[config.mk]
export PLATFORM = sky130hd
export DESIGN_NAME = atmos_light_est
export DESIGN_NICKNAME = d
export VERILOG_FILES = /design/src/rtl/atmos_light_est.sv
export SDC_FILE = /design/constraint.sdc
export NUM_CORES = 1
export LEC_CHECK = 0
export BUFFER_PORTS_ARGS = -buffer_cell sky130_fd_sc_hd__buf_2
export CORE_MARGIN = 4
export CORE_UTILIZATION = 50
export DETAILED_ROUTE_END_ITERATION = 10
export HOLD_SLACK_MARGIN = 0.08
export PLACE_DENSITY = 0.76
export SYNTH_ARGS = -nofsm -noshare
export SYNTH_HDL_FRONTEND = slang
export SYNTH_SLANG_ARGS = --single-unit
[constraint.sdc]
create_clock -name i_clk -period 4.7 [get_ports i_clk]
set_input_delay 0.705 -clock i_clk [delete_from_list [all_inputs] [get_ports i_clk]]
set_output_delay 0.705 -clock i_clk [all_outputs]
set_load 0.1 [all_outputs]
[src/rtl/atmos_light_est.sv]
// Atmospheric light estimator: per frame, picks the pixel with the largest dark channel.
// Optional macro ALIGHT_IIR_EN smooths the per-frame result with a 3/4 : 1/4 temporal filter.
module atmos_light_est (
  input  logic       i_clk,
  input  logic       i_rst,
  input  logic       i_valid,
  input  logic       i_sof,
  input  logic       i_eof,
  input  logic [7:0] i_r,
  input  logic [7:0] i_g,
  input  logic [7:0] i_b,
  output logic [7:0] o_Ar,
  output logic [7:0] o_Ag,
  output logic [7:0] o_Ab,
  output logic [7:0] o_dmax,
  output logic       o_a_valid
);

  logic [7:0]      pix_dark;
  logic            s1_valid;
  logic            s1_sof;
  logic            s1_eof;
  logic [7:0]      s1_dark;
  logic [2:0][7:0] s1_rgb;
  logic            in_frame;
  logic            done;
  logic [7:0]      max_dark;
  logic [2:0][7:0] max_rgb;
  logic [2:0][7:0] out_rgb;
  logic [7:0]      out_dmax;
  logic [2:0][7:0] next_rgb;
  logic [7:0]      next_dmax;

  always_comb begin
    pix_dark = i_r;
    if (i_g < pix_dark) pix_dark = i_g;
    if (i_b < pix_dark) pix_dark = i_b;
  end

  // Stage 1: register the accepted pixel together with its dark channel.
  always_ff @(posedge i_clk or negedge i_rst) begin
    if (!i_rst) begin
      s1_valid <= 1'b0;
      s1_sof   <= 1'b0;
      s1_eof   <= 1'b0;
      s1_dark  <= '0;
      s1_rgb   <= '0;
    end else begin
      s1_valid <= i_valid;
      if (i_valid) begin
        s1_sof  <= i_sof;
        s1_eof  <= i_eof;
        s1_dark <= pix_dark;
        s1_rgb  <= {i_b, i_g, i_r};
      end
    end
  end

  // Stage 2: running maximum; strict compare keeps the earliest pixel on ties.
  always_ff @(posedge i_clk or negedge i_rst) begin
    if (!i_rst) begin
      in_frame <= 1'b0;
      done     <= 1'b0;
      max_dark <= '0;
      max_rgb  <= '0;
    end else begin
      done <= 1'b0;
      if (s1_valid) begin
        if (s1_sof) begin
          max_dark <= s1_dark;
          max_rgb  <= s1_rgb;
          in_frame <= ~s1_eof;
          done     <= s1_eof;
        end else if (in_frame) begin
          if (s1_dark > max_dark) begin
            max_dark <= s1_dark;
            max_rgb  <= s1_rgb;
          end
          if (s1_eof) begin
            in_frame <= 1'b0;
            done     <= 1'b1;
          end
        end
      end
    end
  end

`ifdef ALIGHT_IIR_EN
  logic first;

  always_ff @(posedge i_clk or negedge i_rst) begin
    if (!i_rst) first <= 1'b1;
    else if (done) first <= 1'b0;
  end

  genvar gi;
  generate
    for (gi = 0; gi < 3; gi++) begin : g_iir
      logic [9:0] acc;
      assign acc          = 10'd3 * {2'b00, out_rgb[gi]} + {2'b00, max_rgb[gi]} + 10'd2;
      assign next_rgb[gi] = first ? max_rgb[gi] : 8'(acc >> 2);
    end
  endgenerate

  always_comb begin
    next_dmax = next_rgb[0];
    if (next_rgb[1] < next_dmax) next_dmax = next_rgb[1];
    if (next_rgb[2] < next_dmax) next_dmax = next_rgb[2];
  end
`else
  assign next_rgb  = max_rgb;
  assign next_dmax = max_dark;
`endif

  always_ff @(posedge i_clk or negedge i_rst) begin
    if (!i_rst) begin
      out_rgb   <= {3{8'd255}};
      out_dmax  <= 8'd255;
      o_a_valid <= 1'b0;
    end else begin
      o_a_valid <= done;
      if (done) begin
        out_rgb  <= next_rgb;
        out_dmax <= next_dmax;
      end
    end
  end

  assign o_Ar   = out_rgb[0];
  assign o_Ag   = out_rgb[1];
  assign o_Ab   = out_rgb[2];
  assign o_dmax = out_dmax;

endmodule

==> impl_metrics.py, run 1 <==
metrics = {
    "place": {
        "portBuffers": 61,
        "dp_hpwl_mm": 5.927,
        "place_ws_ps": 661.8,
        "routabilityCongestion": 0.8722,
    },
    "clocking": {
        "cts-root-buf": "clkbuf_8",
        "clkTransAtPathRegs_ps": 100,
        "htreeDepth": 3,
        "cts_setup_buffers": 0,
        "cts_made_buffers": 9,
        "clock_sinks": 102,
        "cts_tree": "built",
        "worstSkewPairLatency_ps": 360,
        "clockBufferDepth": 2,
        "hold_buffers": 0,
        "post_cts_resized": 0,
    },
    "logic_synthesis": {
        "synth_edf_count": 0,
        "yosysWarnings": 0,
        "synth_nets": 371,
        "yosysMostFrequentCell": "dfrtp_1",
        "ys_seq_elements": 102,
        "synthTopCellsByArea": "dfrtp_1, dfstp_2, mux2_2",
        "ys.flop_type": "dfrtp_1",
        "synth_top_area_share_pct": 38.00,
        "ys_types": 38,
        "syn_area_per_cell_sq_um": 14.40,
        "async_flop_share_pct": 100.0,
        "ys_seq_area_share_pct": 56.24,
        "syn_inst": 320,
        "synth_area_sq_um": 4609,
        "synth_largest_area_cell": "dfrtp_1",
        "synth_commonest_cells": "dfrtp_1, mux2_2, mux2_1",
    },
    "sta": {
        "relSlewSlack_pct": 43.23,
        "hold_viol": 0,
        "setup_viol": 0,
        "timing.hold.ws_ps": 436.8,
        "period_minus_slack_ps": 3687,
        "setup_tns_ps": 0,
        "fin_crit_sh_pct": 78.45,
        "max_freq_mhz": 271.2,
        "tightest_slew_ps": 851.6,
        "worst_clock_skew_ps": 10.52,
        "grt_setup_unrepaired": "no",
        "worst_slack_ps": 1013,
        "drv_slew": 0,
    },
    "global_routing": {
        "antenna_found_initial": 0,
        "grt_overflow": 0,
        "grt_pass1_wl_mm": 14.77,
        "grt_usage_pct": 16.94,
        "grt_max_degree": 69,
        "grt_pass1_vias": 2858,
    },
    "worst_setup_path": {
        "cp_data_arrival_time_ps": 3910,
        "r2r_slack_ps": 2270,
        "path_class": "input pin to register",
        "worstPathMaxFanout": 9,
        "slowest_stage": "a221oi_2",
        "crit_required_ps": 4920,
        "max_stage_delay_ps": 440,
        "r2r_start": "s1_dark[3]",
        "reg2reg_to": "max_rgb[9]",
        "start_kind": "input pin",
        "path_cells": "buf_2 -> inv_1 -> ha_1 -> o21ai_1 -> a211o_1 -> o21ai_4 -> mux2i_1 -> ha_1 -> a41o_1 -> a221oi_2 -> nand2_1 -> a31oi_4 -> a221oi_2",
        "critPathCaptureType": "register",
        "ff2ff_path_depth": 7,
    },
    "drt": {
        "drtAntennaViolNets": 0,
        "routed_wl_mm": 8.503,
        "drc": 0,
        "viasPerCell": 5.428,
        "dr.pass1.iters": 4,
        "drt_iter0_markers": 89,
        "post_drt_wl_per_cell_um": 17.18,
        "detailroute.via_count": 2687,
    },
    "floorplan": {
        "io_pins": 62,
        "rows": 34,
        "fp.coreArea_sq_um": 8848,
        "die_x_um": 104.0,
        "die-area_sq_um": 10820,
        "dieHeight_um": 104.0,
        "start_util_pct": 52.09,
    },
    "layout": {
        "drive_above_1_share_pct": 44.96,
        "area_delta_synth_final_pct": 13.36,
        "final_nets": 434,
        "utilization_pct": 59.05,
        "diodes": 0,
    },
    "flow_run": {
        "maxCapViolCount": 0,
    },
    "run_status": {
        "status": "finished clean",
    },
    "worst_hold_path": {
        "worst_hold_path_type": "input pin to asynchronous set/reset pin",
    },
}
[worst max-delay path by stage]
stage / start / to
5_1_grt: i_r[5] / s1_dark[6]
2_1_floorplan: i_r[2] / s1_dark[1]
6_report: i_r[2] / s1_dark[6]
4_1_cts: i_r[2] / s1_dark[6]
3_3_place_gp: i_r[2] / s1_dark[5]
3_5_place_dp: i_r[3] / s1_dark[6]
[final cells by class]
class | instances | area, sq um
Tap cell | 108 | 135.1
Inverter | 27 | 101.3
Clock buffer | 11 | 151.4
Clock inverter | 4 | 55.05
Fill cell | 709 | 3623
Multi-Input combinational cell | 179 | 1859
Timing Repair Buffer | 64 | 330.3
Sequential cell | 102 | 2592
[per-stage QoR]
step	cell area (sq um)	std cells
floorplan	4609	320
finish	5225	495
global placement	5019	480
detailed placement	5019	480
global route	5225	495
CTS	5225	495
[layer usage]
layer  part of all wire (%)  up-vias  GRT usage, %
met3                    3.4       10         3.290
met4                    1.6        0         7.028
met1                     47     1365         23.24
met2                     48       44         26.46
met5                      0        -             0
li1                       -     1268             -
[placed cells by master, fill, tap and decap left out, types with 2 or more instances in the layout]
cell type and count:
a211oi_1 2, a21o_1 2, a21oi_1 8, a221oi_2 8, a31oi_4 2, and3_1 2, buf_2 60, buf_4 4
clkbuf_8 11, dfrtp_1 70, dfstp_2 32, ha_1 22, inv_1 27, mux2_1 41, mux2_2 49, mux2i_1 7
nand2_1 5, nand2b_1 2, nand3_1 2, nor2_1 8, o21ai_0 2
[registers in the layout (all words and copies together), names as in the netlist]
register   count
done           1
in_frame       1
max_dark       8
max_rgb       24
o_Ab           8
o_Ag           8
o_Ar           8
o_a_valid      1
o_dmax         8
s1_dark        8
s1_eof         1
s1_rgb        24
s1_sof         1
s1_valid       1
[kinds of logic after synthesis]
group	share of synthesized area, %
DFF	56.24
adders and majority gates	5.972
and+or+nand+nor	2.497
AOI/OAI and AO/OA	8.035
muxes	23.83
buffers and inverters	3.420
[worst max-delay path: cells and delay by family]
family                     cells  cell delay, ps
AOI/OAI and AO/OA              7            1980
adders and majority gates      2             540
muxes                          1             350
buffers and inverters          2             180
and+or+nand+nor                1             150
Power of run 1 is not shown: default switching activity piles up to over one toggle a cycle in this logic, so the estimate is an artifact.
==> run 2: changes to the inputs <==
PLACE_DENSITY = 0.79   (was 0.76)
clock period = 3.3 ns   (was 4.7 ns; I/O delays follow)
==> run 2 against run 1 <==
- count of clock-buffer cells in the layout fell by 1
- worst hold slack got worse by 340 ps
- die area did not move
- sequential share of layout area fell by 2.6 points
- routed wire length rose by 2.5%
- via count rose by 3.5%
- critical path type unchanged
- largest cell class unchanged
- highest routed layer unchanged
==> impl_metrics.py, run 2 (synthesized netlist as in run 1, its figures left out) <==
metrics = {
    "layout": {
        "diodes": 0,
        "mostFrequentLayoutCell": "dfrtp_1",
        "drive_above_1_share_pct": 50.59,
        "layout_common_cells": "dfrtp_1, buf_2, mux2_2",
        "top_regs": "max_rgb (24), s1_rgb (24)",
        "fin_cells": 531,
        "area_delta_synth_final_pct": 19.63,
        "final_nets": 469,
        "fin_area_sq_um": 5514,
        "nFillCells": 694,
    },
    "drt": {
        "drt_iter0_markers": 56,
        "drtAntennaViolNets": 0,
        "viasPerCell": 5.237,
        "dr.pass1.iters": 4,
        "post_drt_wl_per_cell_um": 16.42,
        "detailroute.via_count": 2781,
        "routed_wl_mm": 8.717,
        "drc": 0,
    },
    "place": {
        "dp_hpwl_mm": 6.632,
        "routabilityCongestion": 0.8959,
        "placed_area_sq_um": 5325,
        "post-place-cells": 515,
        "portBuffers": 61,
    },
    "floorplan": {
        "rows": 34,
        "start_util_pct": 52.09,
        "die-area_sq_um": 10820,
        "io_pins": 62,
        "fp.coreArea_sq_um": 8848,
        "dieHeight_um": 104.0,
        "die_x_um": 104.0,
    },
    "sta": {
        "max_freq_mhz": 318.6,
        "hold_viol": 0,
        "setup_viol": 0,
        "tightest_slew_ps": 704.4,
        "drv_slew": 0,
        "fin_crit_sh_pct": 95.12,
        "worst_clock_skew_ps": 15.98,
        "grt_setup_unrepaired": "no",
        "period_minus_slack_ps": 3139,
        "relSlewSlack_pct": 53.04,
    },
    "clocking": {
        "cts_made_buffers": 9,
        "cts_tree": "built",
        "htreeDepth": 3,
        "cts-root-buf": "clkbuf_8",
        "clock_sinks": 102,
        "clkTransAtPathRegs_ps": 100,
        "clockBufferDepth": 2,
        "hold_buffers": 0,
        "post_cts_resized": 0,
        "cts_setup_buffers": 0,
        "worstSkewPairLatency_ps": 370,
    },
    "global_routing": {
        "grt_overflow": 0,
        "grt_usage_pct": 17.44,
        "antenna_found_initial": 0,
        "grt_pass1_wl_mm": 15.20,
        "grt_max_degree": 45,
        "grt_pass1_vias": 3071,
    },
    "pwr": {
        "leakage_nw": 2.547,
        "powerDensity_nw_per_um2": 989.1,
        "max-vdd-ir-drop_mv": 0.7153,
    },
    "worst_setup_path": {
        "max_stage_delay_ps": 340,
        "crit_start": "i_r[7]",
        "critPathCaptureType": "register",
        "reg2reg_to": "max_rgb[12]",
        "path_class": "input pin to register",
        "r2r_slack_ps": 830,
        "worstPathMaxFanout": 7,
        "slowest_stage": "a221oi_4",
        "start_kind": "input pin",
        "r2r_start": "s1_dark[2]",
        "ff2ff_path_depth": 7,
        "crit_required_ps": 3530,
        "path_cells": "buf_2 -> inv_1 -> ha_1 -> nand2_1 -> a211o_1 -> o21ai_4 -> buf_12 -> mux2i_2 -> ha_1 -> a41o_1 -> a221oi_4 -> nand2_1 -> a31oi_4 -> a221oi_2",
        "cp_data_arrival_time_ps": 3370,
    },
    "flow_run": {
        "maxCapViolCount": 0,
    },
    "worst_hold_path": {
        "worst_hold_path_type": "input pin to asynchronous set/reset pin",
    },
    "run_status": {
        "status": "finished clean",
    },
}
run 2: changes by cell type in the layout (fill, tap and decap cells not counted):
cell / delta
a221oi_4: +1
mux2i_1: -2
buf_12: +1
inv_1: -1
a221oi_2: -1
inv_6: +3
inv_2: +1
clkbuf_8: -1
ha_4: +1
buf_4: +34
bufinv_16: -1
mux2i_2: +2
ha_1: -1
run 2: how the worst max path moves through the flow:
stage / end / slack (ps)
floorplan: s1_dark[1] / 0.8
global placement: s1_dark[4] / -100
detailed placement: s1_dark[5] / -220
CTS: s1_dark[5] / 170
global route: s1_dark[5] / 7
finish: s1_dark[5] / 160
run 2: area by class of cell:
cell class / instances / area, sq um / area share (%)
inverters: 27 / 101.3 / 1.838
multi-input cells: 179 / 1891 / 34.29
clock buffers: 10 / 137.6 / 2.496
flip-flops and latches: 102 / 2592 / 47.02
well taps: 108 / 135.1 / 2.451
clock inverters: 6 / 51.30 / 0.9303
repair buffers: 99 / 605.6 / 10.98
run 2: metrics by stage:
stage	hold WS (ps)	utilization (%)	worst slack (ps)	setup TNS, ps	power (mW)
2_1_floorplan	199.4	-	0.7576	0	4.298
5_1_grt	121.7	62.32	6.812	0	5.756
3_3_place_gp	462.3	60.18	-95.52	-695.9	4.682
6_report	97.07	62.32	161.0	0	5.454
3_5_place_dp	472.9	60.18	-216.4	-1621	4.754
4_1_cts	107.6	62.32	169.2	0	5.510
run 2: layer usage:
layer	share of wire, %	up-vias	wire length (um)	GRT usage (%)
li1	-	1338	-	-
met1	47	1370	4087	23.69
met2	47	58	4100	27.25
met3	4.0	15	346	4.469
met4	2.1	0	182	6.173
met5	0	-	0	0
run 2: power breakdown:
group,internal (mW),switching (mW),total (mW)
combinational,0.651,1.97,2.62
clock,0.307,0.447,0.754
sequential,1.84,0.239,2.08
total,2.80,2.65,5.45
run 2: critical path: cells and delay by family:
kind	cells	cell delay [ps]
fa+ha+maj	2	590
compound gates	6	1540
mux	1	250
simple gates	2	220
buf+inv	3	280
(Power assumes the default switching activity.)
==> run 3: changes to the inputs <==
--- a/config.mk
+++ b/config.mk
@@ -12,2 +12,3 @@
 export HOLD_SLACK_MARGIN = 0.08
+export MAX_ROUTING_LAYER = met4
 export PLACE_DENSITY = 0.79
==> constraint.sdc (replaced) <==
create_clock -name i_clk -period 3.3 [get_ports i_clk]
set_input_delay 0.66 -clock i_clk [delete_from_list [all_inputs] [get_ports i_clk]]
set_output_delay 0.66 -clock i_clk [all_outputs]
set_load 0.1 [all_outputs]
==> run 3 against run 2 <==
- maximum frequency is 8.2% lower
- cell area is 5.2% higher
- largest cell class unchanged
- flip-flop and latch count unchanged
- via count increased by 5.3%
- worst hold slack gained 170 ps
- the run now ends with setup timing left
- die area unchanged
- critical endpoint is now s1_dark[1]
- sequential share of layout area decreased by 2.3 points
- register-to-register slack worse by 20 ps
- routed wire length increased by 12%
- count of clock-buffer cells in the layout rose by 2
==> impl_metrics.py, run 3 (synthesized netlist as in run 1, its figures left out) <==
metrics = {
    "floorplan": {
        "fp.coreArea_sq_um": 8848,
        "die_x_um": 104.0,
        "die-area_sq_um": 10820,
        "dieHeight_um": 104.0,
        "rows": 34,
        "start_util_pct": 52.09,
        "io_pins": 62,
    },
    "drt": {
        "drt_iter0_markers": 112,
        "viasPerCell": 5.465,
        "dr.pass1.iters": 4,
        "detailroute.via_count": 2929,
        "drtAntennaViolNets": 0,
        "routed_wl_mm": 9.786,
        "drc": 0,
        "post_drt_wl_per_cell_um": 18.26,
    },
    "layout": {
        "area_delta_synth_final_pct": 25.79,
        "final_nets": 474,
        "drive_above_1_share_pct": 54.21,
        "utilization_pct": 65.53,
        "layout_common_cells": "dfrtp_1, buf_2, mux2_2",
        "top_regs": "max_rgb (24), s1_rgb (24)",
        "mostFrequentLayoutCell": "dfrtp_1",
        "diodes": 0,
    },
    "worst_setup_path": {
        "endpoint": "s1_dark[1]",
        "slowest_stage": "a221oi_4",
        "start_kind": "input pin",
        "cp_common_cell": "buf_4",
        "reg2reg_to": "max_rgb[20]",
        "ff2ff_path_depth": 7,
        "max_stage_delay_ps": 330,
        "crit_start": "i_g[7]",
        "cp_data_arrival_time_ps": 3690,
        "worstPathMaxFanout": 7,
        "path_class": "input pin to register",
        "r2r_start": "s1_dark[3]",
        "crit_required_ps": 3570,
        "r2r_slack_ps": 810,
        "critPathCaptureType": "register",
        "path_cells": "buf_4 -> ha_4 -> nand2_1 -> a211o_1 -> o21ai_4 -> buf_4 -> mux2i_4 -> ha_1 -> buf_4 -> a221oi_4 -> nand2b_1 -> nand2_2 -> a31oi_4 -> buf_12 -> a221oi_2",
    },
    "sta": {
        "grt_setup_unrepaired": "yes",
        "setup_viol": 7,
        "period_minus_slack_ps": 3421,
        "tightest_slew_ps": 534.3,
        "drv_slew": 0,
        "hold_viol": 0,
        "worst_clock_skew_ps": 12.06,
        "fin_crit_sh_pct": 103.7,
        "max_freq_mhz": 292.3,
        "setup_tns_ps": -613.6,
        "relSlewSlack_pct": 64.38,
        "worst_slack_ps": -121.0,
    },
    "clocking": {
        "cts-root-buf": "clkbuf_8",
        "clkTransAtPathRegs_ps": 90,
        "htreeDepth": 3,
        "clockBufferDepth": 2,
        "worstSkewPairLatency_ps": 370,
        "hold_buffers": 0,
        "clock_sinks": 102,
        "cts_tree": "built",
        "cts_made_buffers": 9,
    },
    "global_routing": {
        "antenna_found_initial": 0,
        "grt_usage_pct": 18.36,
        "grt_max_degree": 61,
        "grt_pass1_wl_mm": 15.48,
        "grt_overflow": 0,
        "grt_pass1_vias": 3161,
    },
    "run_status": {
        "status": "finished, violations left",
        "violations": "setup timing",
    },
    "place": {
        "dp_hpwl_mm": 6.604,
        "place_ws_ps": -469.5,
        "routabilityCongestion": 0.9050,
        "portBuffers": 61,
    },
    "flow_run": {
        "maxCapViolCount": 0,
    },
    "pwr": {
        "powerDensity_nw_per_um2": 971.3,
        "max-vdd-ir-drop_mv": 0.7632,
        "leakage_nw": 2.605,
    },
    "worst_hold_path": {
        "worst_hold_path_type": "input pin to asynchronous set/reset pin",
    },
}
-- run 3: changes by cell type in the layout (fill, tap and decap cells not counted), sizes merged --
cell	before	now
buf	99	104
clkbuf	10	12
inv	31	27
bufinv	0	2
-- run 3: cell type report --
cell class / instances / area [sq um]
clock inverter: 4 / 72.57
fill: 633 / 3050
multi-input combinational: 179 / 2023
clock buffer: 12 / 135.1
tap: 108 / 135.1
timing repair buffer: 104 / 718.2
inverter: 27 / 121.4
sequential: 102 / 2592
-- run 3: how the worst min path moves through the flow --
stage                   to  slack [ps]  startpoint  cells past startpoint
6_report       max_rgb[15]         260       i_rst                      1
5_1_grt        max_rgb[15]         310       i_rst                      1
4_1_cts         s1_rgb[18]         280       i_rst                      1
3_5_place_dp   max_rgb[23]         470  s1_rgb[23]                      1
3_3_place_gp    max_rgb[5]         470   s1_rgb[5]                      1
2_1_floorplan    o_a_valid         350        done                      0
-- run 3: per-stage QoR --
step	instances	power [mW]	hold slack, ps	area, sq um
finish	536	5.632	262.3	5798
global route	536	5.888	306.1	5798
CTS	529	5.606	276.5	5604
detailed placement	511	4.749	472.1	5365
global placement	511	4.677	465.2	5365
floorplan	320	4.303	351.9	4711
-- run 3: timing repair --
action	in CTS	in global routing
buffers inserted	2	7
resized for setup	1	30
pin swaps	2	14
setup endpoints to repair	8	8
-- run 3: power breakdown --
| part | internal [mW] | total, mW | switching [mW] |
|---|---|---|---|
| registers | 1.84 | 2.08 | 0.236 |
| clock network | 0.428 | 0.847 | 0.419 |
| logic | 0.694 | 2.71 | 2.01 |
-- run 3: metal layers --
layer / part of all wire [%] / global-route usage, % / vias to the layer above
met5: 0 / - / -
met3: 3.1 / 3.600 / 20
met4: 2.3 / 6.743 / 0
met2: 50 / 30.04 / 60
li1: - / - / 1344
met1: 44 / 22.76 / 1505
-- run 3: critical path: cells and delay by family --
family	cells	cell delay, ps
buffers and inverters	4	660
multiplexers	1	260
AO/OA/AOI/OAI	5	1180
AND/OR/NAND/NOR	3	340
adder cells (fa/ha/maj)	2	580
